### config.mk
export PLATFORM = sky130hd
export DESIGN_NAME = ubx_uart_rx
export DESIGN_NICKNAME = d
export VERILOG_FILES = /design/src/rtl/ubx_uart_rx.sv
export SDC_FILE = /design/constraint.sdc
export NUM_CORES = 1
export LEC_CHECK = 0
export CORE_AREA = 2 2 67 69
export DETAILED_ROUTE_END_ITERATION = 6
export DIE_AREA = 0 0 69 71
export PLACE_DENSITY = 0.82
export SLEW_MARGIN = 20
export SYNTH_ARGS = -nofsm -noshare
export SYNTH_HDL_FRONTEND = slang
export SYNTH_SLANG_ARGS = --single-unit
### constraint.sdc
create_clock -name i_uart_clk -period 5.75 [get_ports i_uart_clk]
set_input_delay 0.575 -clock i_uart_clk [delete_from_list [all_inputs] [get_ports i_uart_clk]]
set_output_delay 0.575 -clock i_uart_clk [all_outputs]
set_load 0.005 [all_outputs]
### src/rtl/ubx_uart_rx.sv
// 8N1 UART receiver feeding the UBX parser: two-flop line synchroniser, mid-bit
// sampling, single-cycle byte strobes, framing-error strobe and saturating count.
module ubx_uart_rx #(
    parameter int unsigned CLKS_PER_BIT = 868,
    parameter int unsigned ERR_CNT_W    = 16
) (
    input  logic                 i_uart_clk,
    input  logic                 i_uart_rst,
    input  logic                 i_uart_rxd,
    output logic [7:0]           o_data_tdata,
    output logic                 o_data_tvalid,
    output logic                 o_frame_error,
    output logic [ERR_CNT_W-1:0] o_err_cnt,
    output logic                 o_busy
);

    localparam int unsigned CNT_W = (CLKS_PER_BIT > 1) ? $clog2(CLKS_PER_BIT) : 1;
    localparam logic [CNT_W-1:0] CNT_LAST  = CNT_W'(CLKS_PER_BIT - 1);
    localparam logic [CNT_W-1:0] HALF_LAST = CNT_W'(CLKS_PER_BIT / 2 - 1);

    typedef enum logic [2:0] {
        S_IDLE,
        S_START,
        S_DATA,
        S_STOP,
        S_BREAK
    } state_t;

    state_t               state, state_nxt;
    logic                 sync1, rx_s;
    logic [CNT_W-1:0]     cnt, cnt_nxt;
    logic [2:0]           bit_idx, bit_idx_nxt;
    logic [7:0]           shreg, shreg_nxt;
    logic [7:0]           tdata_nxt;
    logic                 tvalid_nxt;
    logic                 ferr_nxt;
    logic [ERR_CNT_W-1:0] err_cnt_nxt;

    always_ff @(posedge i_uart_clk) begin
        if (i_uart_rst) begin
            sync1         <= 1'b1;
            rx_s          <= 1'b1;
            state         <= S_IDLE;
            cnt           <= '0;
            bit_idx       <= '0;
            shreg         <= '0;
            o_data_tdata  <= '0;
            o_data_tvalid <= 1'b0;
            o_frame_error <= 1'b0;
            o_err_cnt     <= '0;
        end else begin
            sync1         <= i_uart_rxd;
            rx_s          <= sync1;
            state         <= state_nxt;
            cnt           <= cnt_nxt;
            bit_idx       <= bit_idx_nxt;
            shreg         <= shreg_nxt;
            o_data_tdata  <= tdata_nxt;
            o_data_tvalid <= tvalid_nxt;
            o_frame_error <= ferr_nxt;
            o_err_cnt     <= err_cnt_nxt;
        end
    end

    always_comb begin
        state_nxt   = state;
        cnt_nxt     = cnt;
        bit_idx_nxt = bit_idx;
        shreg_nxt   = shreg;
        tdata_nxt   = o_data_tdata;
        tvalid_nxt  = 1'b0;
        ferr_nxt    = 1'b0;
        err_cnt_nxt = o_err_cnt;

        case (state)
            S_IDLE: begin
                if (!rx_s) begin
                    state_nxt = S_START;
                    cnt_nxt   = '0;
                end
            end
            S_START: begin
                // A line back high at mid-start-bit is a glitch, not a frame.
                if (cnt == HALF_LAST) begin
                    cnt_nxt = '0;
                    if (!rx_s) begin
                        state_nxt   = S_DATA;
                        bit_idx_nxt = '0;
                    end else begin
                        state_nxt = S_IDLE;
                    end
                end else begin
                    cnt_nxt = cnt + 1'b1;
                end
            end
            S_DATA: begin
                if (cnt == CNT_LAST) begin
                    cnt_nxt   = '0;
                    shreg_nxt = {rx_s, shreg[7:1]};
                    if (bit_idx == 3'd7) begin
                        state_nxt = S_STOP;
                    end else begin
                        bit_idx_nxt = bit_idx + 1'b1;
                    end
                end else begin
                    cnt_nxt = cnt + 1'b1;
                end
            end
            S_STOP: begin
                if (cnt == CNT_LAST) begin
                    cnt_nxt = '0;
                    if (rx_s) begin
                        tdata_nxt  = shreg;
                        tvalid_nxt = 1'b1;
                        state_nxt  = S_IDLE;
                    end else begin
                        ferr_nxt  = 1'b1;
                        state_nxt = S_BREAK;
                        if (o_err_cnt != '1) begin
                            err_cnt_nxt = o_err_cnt + 1'b1;
                        end
                    end
                end else begin
                    cnt_nxt = cnt + 1'b1;
                end
            end
            S_BREAK: begin
                // Hold here until the line recovers so a stuck-low line yields one error.
                if (rx_s) begin
                    state_nxt = S_IDLE;
                end
            end
            default: begin
                state_nxt = S_IDLE;
            end
        endcase
    end

    assign o_busy = (state != S_IDLE);

endmodule

## Word-level counts from Yosys, hierarchy flattened

Cells that the tools add are included.

- Bits in registers: 52
- Word-level logic and storage cells: 64
- Output and inout port bits: 27

- Add/sub/neg operators: 3
- Reduce and logical (&&, ||, !) cells: 12
- Bitwise operators: 3
- Equal/unequal tests: 16
- Mux-type cells: 20

Operators with widths:

| cell | number |
|---|---|
| $mux W3 | 11 |
| $mux W10 | 3 |
| $pmux W10 S3 | 1 |
| $add A16 B1 Y16 const B | 1 |
| $ne A16 B16 Y1 const B | 1 |
| $ne A2 B2 Y1 const B | 8 |
| $pmux W3 S5 | 1 |
| $add A10 B1 Y10 const B | 1 |
| $eq A10 B10 Y1 const B | 1 |
| $eq A10 B9 Y1 const B | 1 |
| $eq A3 B2 Y1 const B | 2 |
| $eq A3 B3 Y1 const B | 2 |
| $pmux W3 S2 | 1 |
| $reduce_and A6 Y1 | 1 |
| $reduce_bool A3 Y1 | 2 |
| $reduce_and A5 Y1 | 1 |
| $reduce_and A2 Y1 | 2 |
| $reduce_and A4 Y1 | 1 |
| $add A3 B1 Y3 const B | 1 |
| $eq A3 B1 Y1 const B | 1 |
| $logic_not A3 Y1 | 1 |
| $not A1 Y1 | 3 |
| $reduce_and A3 Y1 | 1 |
| $reduce_or A3 Y1 | 1 |
| 4 further kinds | 5 |

## Depth between registers and ports, before layout

Gate-level depths: netlist of run 1.

- Word-level depth: 4
- Gate-level depth with buffers: 8
- Depth with buffers taken out: 7

## Worst setup path after synthesis of run 1

OpenSTA, ideal clock, no wires.

- Path kind: register to register
- From: reg cnt[0]
- To: reg state[0]
- Cell stages (with the launch flop): 8
- Arrival time: 1.752 ns
- Buffers on the path: 1
- Library setup time: 0.070 ns
- Path slack: 3.928 ns
- Period minus slack after synthesis: 1.822 ns
- Cell sequence: dfxtp_1 > ha_1 > and4bb_4 > and3_4 > buf_6 > o22ai_4 > or4_1 > a21oi_1

- Longest elaborated chain between the ends: 3

RTL lines:

| element | RTL line | RTL |
|---|---|---|
| start, declared | 31 | `logic [CNT_W-1:0] cnt, cnt_nxt;` |
| start signal, assigned | 55 | `cnt <= cnt_nxt;` |
| $eq A10 B10 Y1 / $eq A10 B9 Y1 (equally long branches) | 97, 110, 84 |  |
| $ne A2 B2 Y1 (no line) | n/a |  |
| $reduce_and A6 Y1 (no line) (*) | n/a |  |
| end signal, assigned | 54 | `state <= state_nxt;` |
| end, declared | 29 | `state_t state, state_nxt;` |

Every way passes the cells marked *; elsewhere a longest branch is shown, timed or not.
A chain may end at the register's enable or synchronous reset.

## Worst setup path after layout of run 1

- From: reg cnt[0]
- To: reg o_data_tdata[6]

- Longest elaborated chain between the ends: 2

RTL lines:

| element | RTL line | RTL |
|---|---|---|
| $eq A10 B10 Y1 | 110 | `if (cnt == CNT_LAST) begin` |
| $reduce_and A3 Y1 (no line) | n/a |  |
| end signal, assigned | 58 | `o_data_tdata <= tdata_nxt;` |
| end, declared | 10 | `output logic [7:0] o_data_tdata,` |

No other way between the ends.

==> impl_metrics.env, run 1 <==
export IMPL_synth_area_leaders="dfxtp_1, nand3_1, nor2_1"
export IMPL_nNetsFinal=300
export IMPL_antenna_found_initial=0
export IMPL_hold_path_class="reg2reg"
export IMPL_critPathKind="reg2reg"
export IMPL_cts_root_buf="clkbuf_8"
export IMPL_synth_edff_count=0
export IMPL_finalHoldViolCount=0
export IMPL_period_share_pct=38.1
export IMPL_netlist_area_leader_share_pct=43.5
export IMPL_grt_max_degree=52
export IMPL_seq_area_frac_synth_pct=43.5
export IMPL_viasPerCell=5.87
export IMPL_cts_buffers_inserted=5
export IMPL_seqCellArea_sq_um=1040
export IMPL_drv_slew=0
export IMPL_syn_inst=267
export IMPL_fp_dieH_microns=71
export IMPL_dominantRegCellSynth="dfxtp_1"
export IMPL_skew_ns=0.0102
export IMPL_clk_latency_ns=0.31
export IMPL_syn_area_sq_um=2390
export IMPL_crit_path_end_kind="flip-flop"
export IMPL_ys_ff_latch=52
export IMPL_yosys_cell_count_top_type="dfxtp_1"
export IMPL_synth_area_mux_share_pct=5.17
export IMPL_wl_met3_microns=225
export IMPL_wl_per_cell_microns=14.3
export IMPL_start_util_pct=57.0
export IMPL_synth_nets=275
export IMPL_first_pass_iters=5
export IMPL_period_needed_ns=2.19
export IMPL_cts_max_level=2
export IMPL_fp_dieArea_sq_um=4900
export IMPL_gr_usage_all_layers_pct=20.3
export IMPL_wl_met2_microns=2390
export IMPL_holdBufCountCts=0
export IMPL_antenna_cells=0
export IMPL_ys_warn_count=0
export IMPL_clk_pin_slew_worst_paths_ns=0.11
export IMPL_synth_common_cells="dfxtp_1, nor2_1, nand2_1"
export IMPL_yosysTopAreaCell="dfxtp_1"
export IMPL_setup_violations=0
export IMPL_cts_resized_gates=0
export IMPL_grt_overflow=0
export IMPL_rsz0062_at_grt="false"
export IMPL_synth_compound_area_share_pct=14.8
export IMPL_route_detailed_drc=0
export IMPL_crit_fanout=16
export IMPL_ys_types=49
export IMPL_slew_headroom_pct=50.4
export IMPL_multi_input_area_sq_um=1290
export IMPL_gp_congestion=0.879
export IMPL_layout_drive_gt1_share_pct=7.17
export IMPL_cp_start_kind="flip-flop"
export IMPL_synth_top_family_by_area="simple AND/OR/NAND/NOR gates"
export IMPL_die_w_microns=69
export IMPL_areaGrowthSynthToFinish_pct=16.9
export IMPL_fillers=360
export IMPL_peakVddDrop_mv=0.138
export IMPL_fin_setup_tns_ns=0
export IMPL_grt_pass1_vias=1827
export IMPL_synthXorXnorAreaFrac_pct=2.56
export IMPL_drt_iter0_drc=146
export IMPL_routed_wl_microns=4950
export IMPL_crit_arrival_ns=2.39
export IMPL_clkSinkCount=52
export IMPL_cts_tree="yes"
export IMPL_synth_simple_gate_area_share_pct=28.6
export IMPL_clockBufferDepth=2
export IMPL_fin_ws_ns=3.56
export IMPL_worst_pin_slew_ns=0.740
export IMPL_num_vias=2024
export IMPL_coreArea_sq_um=4200
export IMPL_max_cap_viol_count=0
export IMPL_place_ws_ns=3.30
export IMPL_grt_pass1_wl_microns=8250
export IMPL_postCtsSetupBuffers=0
export IMPL_syn_area_per_cell_sq_um=8.97
export IMPL_maxUsedRoutingLayer="met4"
export IMPL_p_per_area_nw_per_um2=215
export IMPL_leakagePower_nw=0.968
export IMPL_wl_met1_microns=2310
export IMPL_hpwlAfterDp_microns=3350
export IMPL_ant_nets=0
export IMPL_max_freq_mhz=456
export IMPL_async_flop_share_pct=0
export IMPL_status="completed"
export IMPL_worstPathRequired_ns=5.95
export IMPL_placementRows=24
export IMPL_synth_fa_ha_area_share_pct=2.61
export IMPL_io_pins=30
export IMPL_io_buffers=29
-- sequential cells by signal, summed over array words and instances, names as in the netlist, 3 cells and up --
register      cells
bit_idx           3
cnt              10
o_data_tdata      8
o_err_cnt        16
shreg             8
state             3
-- worst max-delay path: stages (launching register included) --
cell and delay, ns:
dfxtp_1 0.41, ha_1 0.24, and4bb_4 0.27, and3_4 0.31
and4_1 0.54, mux2i_1 0.24, nor2_1 0.05
-- final cells by class --
cell class,instances,share of cell area [%]
clock buffers,5,2.46
repair buffers,30,10.6
clock inverters,3,0.983
inverters,2,0.268
well taps,52,2.32
multi-input cells,201,46.1
flip-flops and latches,52,37.2
-- layer usage --
layer,vias up,track usage (%)
li1,1033,-
met2,52,36.0
met5,-,0
met3,2,4.84
met4,0,5.23
met1,937,24.7
-- power breakdown --
group	leakage, nW	switching (mW)	total (mW)	internal, mW
Combinational	0.502	0.0120	0.0186	0.00660
Sequential	0.419	0.00201	0.363	0.361
Clock	0.0463	0.131	0.221	0.0896
Total	0.968	0.145	0.603	0.458
-- worst paths after layout --
| path | startpoint | to | slack (ns) | depth (start not counted) |
|---|---|---|---|---|
| hold / removal | sync1 | rx_s | 0.43 | 1 |
| setup / recovery | cnt[0] | o_data_tdata[6] | 3.56 | 6 |
| setup reg to reg | cnt[0] | o_data_tdata[6] | 3.56 | 6 |
| hold reg to reg | sync1 | rx_s | 0.43 | 1 |
-- cells by family (layout without fill, tap and decap cells) --
family	Yosys count	count (layout)
XOR/XNOR	7	7
buffers and inverters	14	40
AND/OR/NAND/NOR	126	126
multiplexers	12	12
adder cells (fa/ha/maj)	5	5
AO/OA/AOI/OAI	51	51
flip-flops	52	52
-- cells in the final DEF (no fill, tap or decap), types with 2 or more instances in the layout --
cell and count:
nor2b_1 5, or3_1 9, clkbuf_8 5, mux2i_1 9, o21ai_0 5, ha_1 5, clkdlybuf4s50_1 29, mux2_1 2
or2_2 3, or4_1 2, a22o_1 4, nor3_1 6, nor2_1 26, nand4_1 4, o31ai_1 2, nand2_1 24
dfxtp_1 52, nand2b_1 2, a21o_1 4, xor2_1 4, nand3_1 20, a31oi_1 6, nor4b_1 2, a211oi_1 3
inv_1 2, and4b_1 2, and2_1 2, xnor2_1 3, nor4_1 4, a21oi_1 18, and4_1 3, and3_1 6
-- per-stage QoR --
step	total power [mW]	utilization (%)	cell area (sq um)	std cells	hold slack, ns
after floorplan	0.384	-	2390	267	0.389
after global placement	0.390	64.2	2700	337	0.395
after detailed placement	0.390	64.2	2700	337	0.401
after CTS	0.606	66.5	2790	345	0.425
after global routing	0.619	66.6	2800	345	0.448
final	0.603	66.6	2800	345	0.427
Power figures use the tool's default switching activity.
==> inputs of run 2 (changes only) <==
--- a/config.mk
+++ b/config.mk
@@ -5,10 +5,10 @@
 export SDC_FILE = /design/constraint.sdc
 export NUM_CORES = 1
 export LEC_CHECK = 0
-export CORE_AREA = 2 2 67 69
+export CORE_AREA = 2 2 73 75
 export DETAILED_ROUTE_END_ITERATION = 6
-export DIE_AREA = 0 0 69 71
-export PLACE_DENSITY = 0.82
+export DIE_AREA = 0 0 75 77
+export PLACE_DENSITY = 0.74
 export SLEW_MARGIN = 20
 export SYNTH_ARGS = -nofsm -noshare
 export SYNTH_HDL_FRONTEND = slang
==> constraint.sdc (replaced) <==
create_clock -name i_uart_clk -period 1.8 [get_ports i_uart_clk]
set_input_delay 0.18 -clock i_uart_clk [delete_from_list [all_inputs] [get_ports i_uart_clk]]
set_output_delay 0.18 -clock i_uart_clk [all_outputs]
set_load 0.005 [all_outputs]
==> run 2 against run 1 <==
The flow now finishes with violations (negative setup slack). Combinational power grew to 4.8 times the previous value. Clock power grew to 3.1 times the previous value. Flip-flop and latch count stayed put. Critical path type unchanged. Hold slack worse by 0.0052 ns. Largest cell class unchanged. Sequential share of layout area is 5.6 points lower. Critical endpoint is now cnt[7]. Via count is 10% higher.
==> impl_metrics.env, run 2 (synthesis gave the netlist of run 1 again) <==
export IMPL_fp_dieH_microns=77
export IMPL_cp_startpoint="cnt[0]"
export IMPL_finalInstanceArea_sq_um=3330
export IMPL_route_detailed_drc=0
export IMPL_hold_path_class="reg2reg"
export IMPL_cts_max_level=2
export IMPL_start_util_pct=48.1
export IMPL_leakagePower_nw=1.23
export IMPL_regToRegSetupSlack_ns=-0.03
export IMPL_layout_drive_gt1_share_pct=27.6
export IMPL_period_share_pct=102
export IMPL_holdBufCountCts=0
export IMPL_wl_per_cell_microns=14.3
export IMPL_areaGrowthSynthToFinish_pct=39.0
export IMPL_cts_buffers_inserted=5
export IMPL_reg_largest_list="o_err_cnt x16, cnt x10"
export IMPL_fp_dieArea_sq_um=5780
export IMPL_slew_headroom_pct=72.0
export IMPL_cts_root_buf="clkbuf_8"
export IMPL_critical_path_cell_chain="buf_6, ha_4, and4b_1, and3_4, o22a_4, or3_1, a31oi_1"
export IMPL_clockBufferDepth=2
export IMPL_placementRows=26
export IMPL_num_vias=2235
export IMPL_ant_nets=0
export IMPL_period_needed_ns=1.83
export IMPL_gr_usage_all_layers_pct=20.5
export IMPL_first_pass_iters=4
export IMPL_crit_fanout=5
export IMPL_critPathSlowestCell="dfxtp_4"
export IMPL_fin_ws_ns=-0.0338
export IMPL_grt_pass1_wl_microns=9250
export IMPL_die_w_microns=75
export IMPL_viasPerCell=5.55
export IMPL_min_from="sync1"
export IMPL_nNetsFinal=340
export IMPL_crit_buf_inv=1
export IMPL_grt_max_degree=21
export IMPL_io_buffers=29
export IMPL_p_per_area_nw_per_um2=583
export IMPL_routed_wl_microns=5750
export IMPL_crit_arrival_ns=2.07
export IMPL_drv_slew=0
export IMPL_hpwlAfterDp_microns=3950
export IMPL_critPathKind="reg2reg"
export IMPL_r2r_start="cnt[0]"
export IMPL_worst_pin_slew_ns=0.414
export IMPL_grt_pass1_vias=2077
export IMPL_max_freq_mhz=545
export IMPL_clk_pin_slew_worst_paths_ns=0.09
export IMPL_clk_latency_ns=0.32
export IMPL_final_common_cell="dfxtp_1"
export IMPL_fin_setup_tns_ns=-0.0503
export IMPL_largest_register_ffs=16
export IMPL_peakVddDrop_mv=0.317
export IMPL_clkSinkCount=52
export IMPL_violations="negative setup slack"
export IMPL_cts_tree="yes"
export IMPL_rsz0062_at_grt="true"
export IMPL_regMostFlops="o_err_cnt"
export IMPL_antenna_found_initial=0
export IMPL_gp_congestion=0.886
export IMPL_worstPathRequired_ns=2.04
export IMPL_crit_path_end_kind="flip-flop"
export IMPL_fin_util_pct=66.9
export IMPL_skew_ns=0.0141
export IMPL_antenna_cells=0
export IMPL_placed_cell_area_sq_um=3020
export IMPL_cp_top_family="simple AND/OR/NAND/NOR gates"
export IMPL_layout_common_cells="dfxtp_1, buf_4, clkdlybuf4s50_1"
export IMPL_cpPeakStageDelay_ns=0.37
export IMPL_cp_start_kind="flip-flop"
export IMPL_max_cap_viol_count=0
export IMPL_finalHoldViolCount=0
export IMPL_grt_overflow=0
export IMPL_io_pins=30
export IMPL_drt_iter0_drc=127
export IMPL_coreArea_sq_um=4980
export IMPL_p_total_mw=1.94
export IMPL_status="complete, but fails checks"
export IMPL_setup_violations=4
[run 2: cell types whose count changed in the layout (fill, tap and decap cells not counted), moves of 3 or more]
cell     previous run  this run
buf_6               0         4
buf_4               1        35
nor4_2              0         4
nand3_1            20        17
nand3_2             0         3
and4_1              3         0
dfxtp_2             0         3
dfxtp_1            52        47
nor4_1              4         0
[run 2: worst register-to-register path, cell delays in order, from the launching register on]
cell and delay (ns):
dfxtp_4 0.37, buf_6 0.12, ha_4 0.14, and4b_1 0.18, and3_4 0.17, o22a_4 0.27, or3_1 0.37, a31oi_1 0.16
[run 2: cell type report]
class                           count  area (sq um)
Multi-Input combinational cell    201          1450
Fill cell                         388          1650
Tap cell                           70          87.6
Inverter                            2          7.51
Clock buffer                        5          68.8
Sequential cell                    52          1050
Clock inverter                      3          27.5
Timing Repair Buffer               70           641
[run 2: worst paths after layout]
kind         cells past startpoint  endpoint
min reg2reg                      1      rx_s
max                              7    cnt[7]
min                              1      rx_s
max reg2reg                      7    cnt[7]
[run 2: routing by layer]
metal / routed length [microns] / track usage (%)
met2: 2910 / 32.7
met4: 96 / 10.4
met3: 219 / 4.07
met1: 2530 / 25.6
met5: 0 / 0
[run 2: metrics by stage]
| step | std cells | hold slack, ns | setup WS [ns] |
|---|---|---|---|
| detailed placement | 391 | 0.402 | -0.0645 |
| global placement | 391 | 0.396 | 0.00333 |
| global route | 403 | 0.439 | -0.104 |
| floorplan | 267 | 0.284 | 0.0216 |
| CTS | 400 | 0.420 | -0.0172 |
| finish | 403 | 0.422 | -0.0338 |
[run 2: what timing repair did]
| item | 4_1_cts | 5_1_grt |
|---|---|---|
| gates resized for setup | 4 | 40 |
| endpoints found under the setup margin | 12 | 27 |
| pin swaps | 3 | 16 |
| buffers inserted | 1 | 4 |
[run 2: where the power goes]
part,leakage [nW],total (mW),internal [mW],switching (mW)
sequential,0.422,1.16,1.15,0.00463
clock,0.0463,0.695,0.286,0.409
combinational,0.756,0.0892,0.0391,0.0501
==> inputs of run 3 (changes only) <==
--- a/config.mk
+++ b/config.mk
@@ -9,7 +9,7 @@
 export DETAILED_ROUTE_END_ITERATION = 6
 export DIE_AREA = 0 0 75 77
 export PLACE_DENSITY = 0.74
-export SLEW_MARGIN = 20
+export SLEW_MARGIN = 40
 export SYNTH_ARGS = -nofsm -noshare
 export SYNTH_HDL_FRONTEND = slang
 export SYNTH_SLANG_ARGS = --single-unit
==> results of run 3 <==
Same layout as run 2: the final DEF is identical, and so are final timing and power.
==> patch (flow settings as in run 3) <==
Encoding of `state_t`: now one-hot (5 bits for 5 states).
--- a/src/rtl/ubx_uart_rx.sv
+++ b/src/rtl/ubx_uart_rx.sv
@@ -18,12 +18,12 @@
     localparam logic [CNT_W-1:0] CNT_LAST  = CNT_W'(CLKS_PER_BIT - 1);
     localparam logic [CNT_W-1:0] HALF_LAST = CNT_W'(CLKS_PER_BIT / 2 - 1);
 
-    typedef enum logic [2:0] {
-        S_IDLE,
-        S_START,
-        S_DATA,
-        S_STOP,
-        S_BREAK
+    typedef enum logic [4:0] {
+        S_IDLE  = 5'b00001,
+        S_START = 5'b00010,
+        S_DATA  = 5'b00100,
+        S_STOP  = 5'b01000,
+        S_BREAK = 5'b10000
     } state_t;
 
     state_t               state, state_nxt;
Behaviour: same outputs for any inputs over 10 cycles, from zero or initial values and one cycle with i_uart_rst high; not proved beyond that.
==> patch against run 3 <==
The flow still finishes with violations (setup timing). Area after synthesis increased by 7.9%. Sequential cell count increased by 2. Clock skew decreased by 0.0058 ns. Worst setup slack got worse by 0.29 ns. Critical path depth unchanged. Die area unchanged. Sequential share of layout area decreased by 2.5 points. Via count increased by 12%. Design area increased by 12%. Routed wire length increased by 18%. Count of clock-buffer cells in the layout increased by 1. Critical path type unchanged.
Power is not compared: it rests on default switching activity, and its combinational part moved more than twofold at a synthesized area within 25%.
==> patch: results (changes against run 3) <==
Outcome:
- The run finished, with violations left.
- The final reports fail on setup timing.

Routing:
- The total length of routed met2 wires came to 3.28 mm (+13%).
- The via density per instance was 5.52 (-0.53%).
- The post-detailed-route wirelength per cell is 14.9 um (+4.1%).
- The met3 wire length was 271 um (+24%).
- The number of design-rule violations left by the first detailed-router iteration was 135 (+6.3%).
- The wire length on met1 is 3.09 mm (+22%).
- The total detailed-routing wirelength is 6.76 mm (+18%).

Placement:
- The worst-case setup slack after placement is -0.295 ns (-0.230 ns).
- The post-placement cell count is 435 (+11%).
- The post-detailed-placement half-perimeter wirelength came to 4.39 mm (+11%).
- The total placed instance area is 0.00335 sq mm (+11%).

Logic synthesis:
- The number of cells produced by synthesis came to 293 (+9.7%).
- Sorting the synthesized cells by how often they occur yields 54 x sky130_fd_sc_hd__dfxtp_1, 32 x sky130_fd_sc_hd__nor2_1, 25 x sky130_fd_sc_hd__nand2_1.
- The fraction of the yosys area taken by sequential cells is 0.418 (-0.0165).
- Sorting the synthesized cells by area gives the leading types as sky130_fd_sc_hd__dfxtp_1 42%, sky130_fd_sc_hd__mux2i_1 7.4%, sky130_fd_sc_hd__nor2_1 4.6%.
- The synthesized net count came to 301 (+9.5%).
- The post-synthesis cell type count is 50 (+2.0%).

Global routing:
- The global-route usage over all layers is 0.236 (+0.0313).
- The met3 routing resource usage after global routing was 0.0473 (+0.00657).
- The met1 routing resource usage after global routing came to 0.318 (+0.0622).
- The via count of the first global-routing pass is 2,373 (+14%).
- The wire length of the first global-routing pass was 10.8 mm (+17%).
- The met2 capacity usage during global routing is 0.379 (+0.0518).

Clock tree:
- The buffer count from post-CTS setup fixing is 11 (+10).
- The post-cts resize count was 22 (+18).

Layout:
- The final net count is 392 (+15%).
- The proportion of layout cells with a drive suffix above 1 is 0.299 (+0.0224).
- The final-layout fill cell count is 351 (-9.5%).

Worst setup path:
- The worst endpoint data arrival time is 2.36 ns (+0.29 ns).
- The endpoint identified for the worst register-to-register timing path is state[3].
- The highest cell delay on the worst timing path is 0.54 ns (+0.17 ns).
- The worst register-to-register path begins at cnt[1].
- The cell with the largest stage delay on the worst path is sky130_fd_sc_hd__or4_1.
- The slack of the worst reg-to-reg path came to -0.33 ns (-0.29 ns).

Timing:
- The smallest setup slack after layout is -0.327 ns (-0.294 ns).
- The headroom to the max-slew limit is 0.607 (-0.114).
- The number of failing setup endpoints in the final timing report was 48 (+44).

Min path:
- The min-delay analysis places its worst path in the category primary input to register.
-- patch: changes by cell type after synthesis, sizes merged, moves of 5 or more --
cell	before	now
mux2i	9	19
nor3	7	2
nand3b	0	5
or4	2	8
or3	9	14
nor2	26	32
-- patch: power by group through the flow --
| stage | clock, mW | combinational (mW) | sequential, mW |
|---|---|---|---|
| finish | 0.811 | 0.325 | 1.24 |
| global route | 0.875 | 0.360 | 1.24 |
| CTS | 0.825 | 0.308 | 1.24 |
| detailed placement | 0 | 0.308 | 1.26 |
| global placement | 0 | 0.306 | 1.26 |
| floorplan | 0 | 0.170 | 1.26 |
-- patch: layout make-up --
| type | count | area, sq um | share of cell area |
|---|---|---|---|
| Tap cell | 70 | 87.6 | 0.0235 |
| Sequential cell | 54 | 1090 | 0.291 |
| Clock inverter | 2 | 37.5 | 0.0101 |
| Clock buffer | 6 | 72.6 | 0.0195 |
| Inverter | 6 | 22.5 | 0.00604 |
| Multi-Input combinational cell | 221 | 1600 | 0.429 |
| Timing Repair Buffer | 96 | 822 | 0.221 |
-- patch: worst min-delay path by stage --
stage | endpoint | slack, ns | cells past startpoint
3_5_place_dp | rx_s | 0.40 | 1
6_report | o_data_tdata[7] | 0.34 | 2
4_1_cts | o_data_tdata[7] | 0.32 | 2
2_1_floorplan | sync1 | 0.28 | 1
3_3_place_gp | rx_s | 0.42 | 1
5_1_grt | o_data_tdata[7] | 0.35 | 2
-- patch: logic make-up (layout without fill, tap and decap cells) --
logic type,count (synthesis),count (layout),synth area share
xor+xnor,4,4,0.0136
flops,54,54,0.418
simple gates,139,139,0.306
mux,19,19,0.0736
compound gates,54,54,0.134
buf+inv,18,110,0.0305
fa+ha+maj,5,5,0.0242
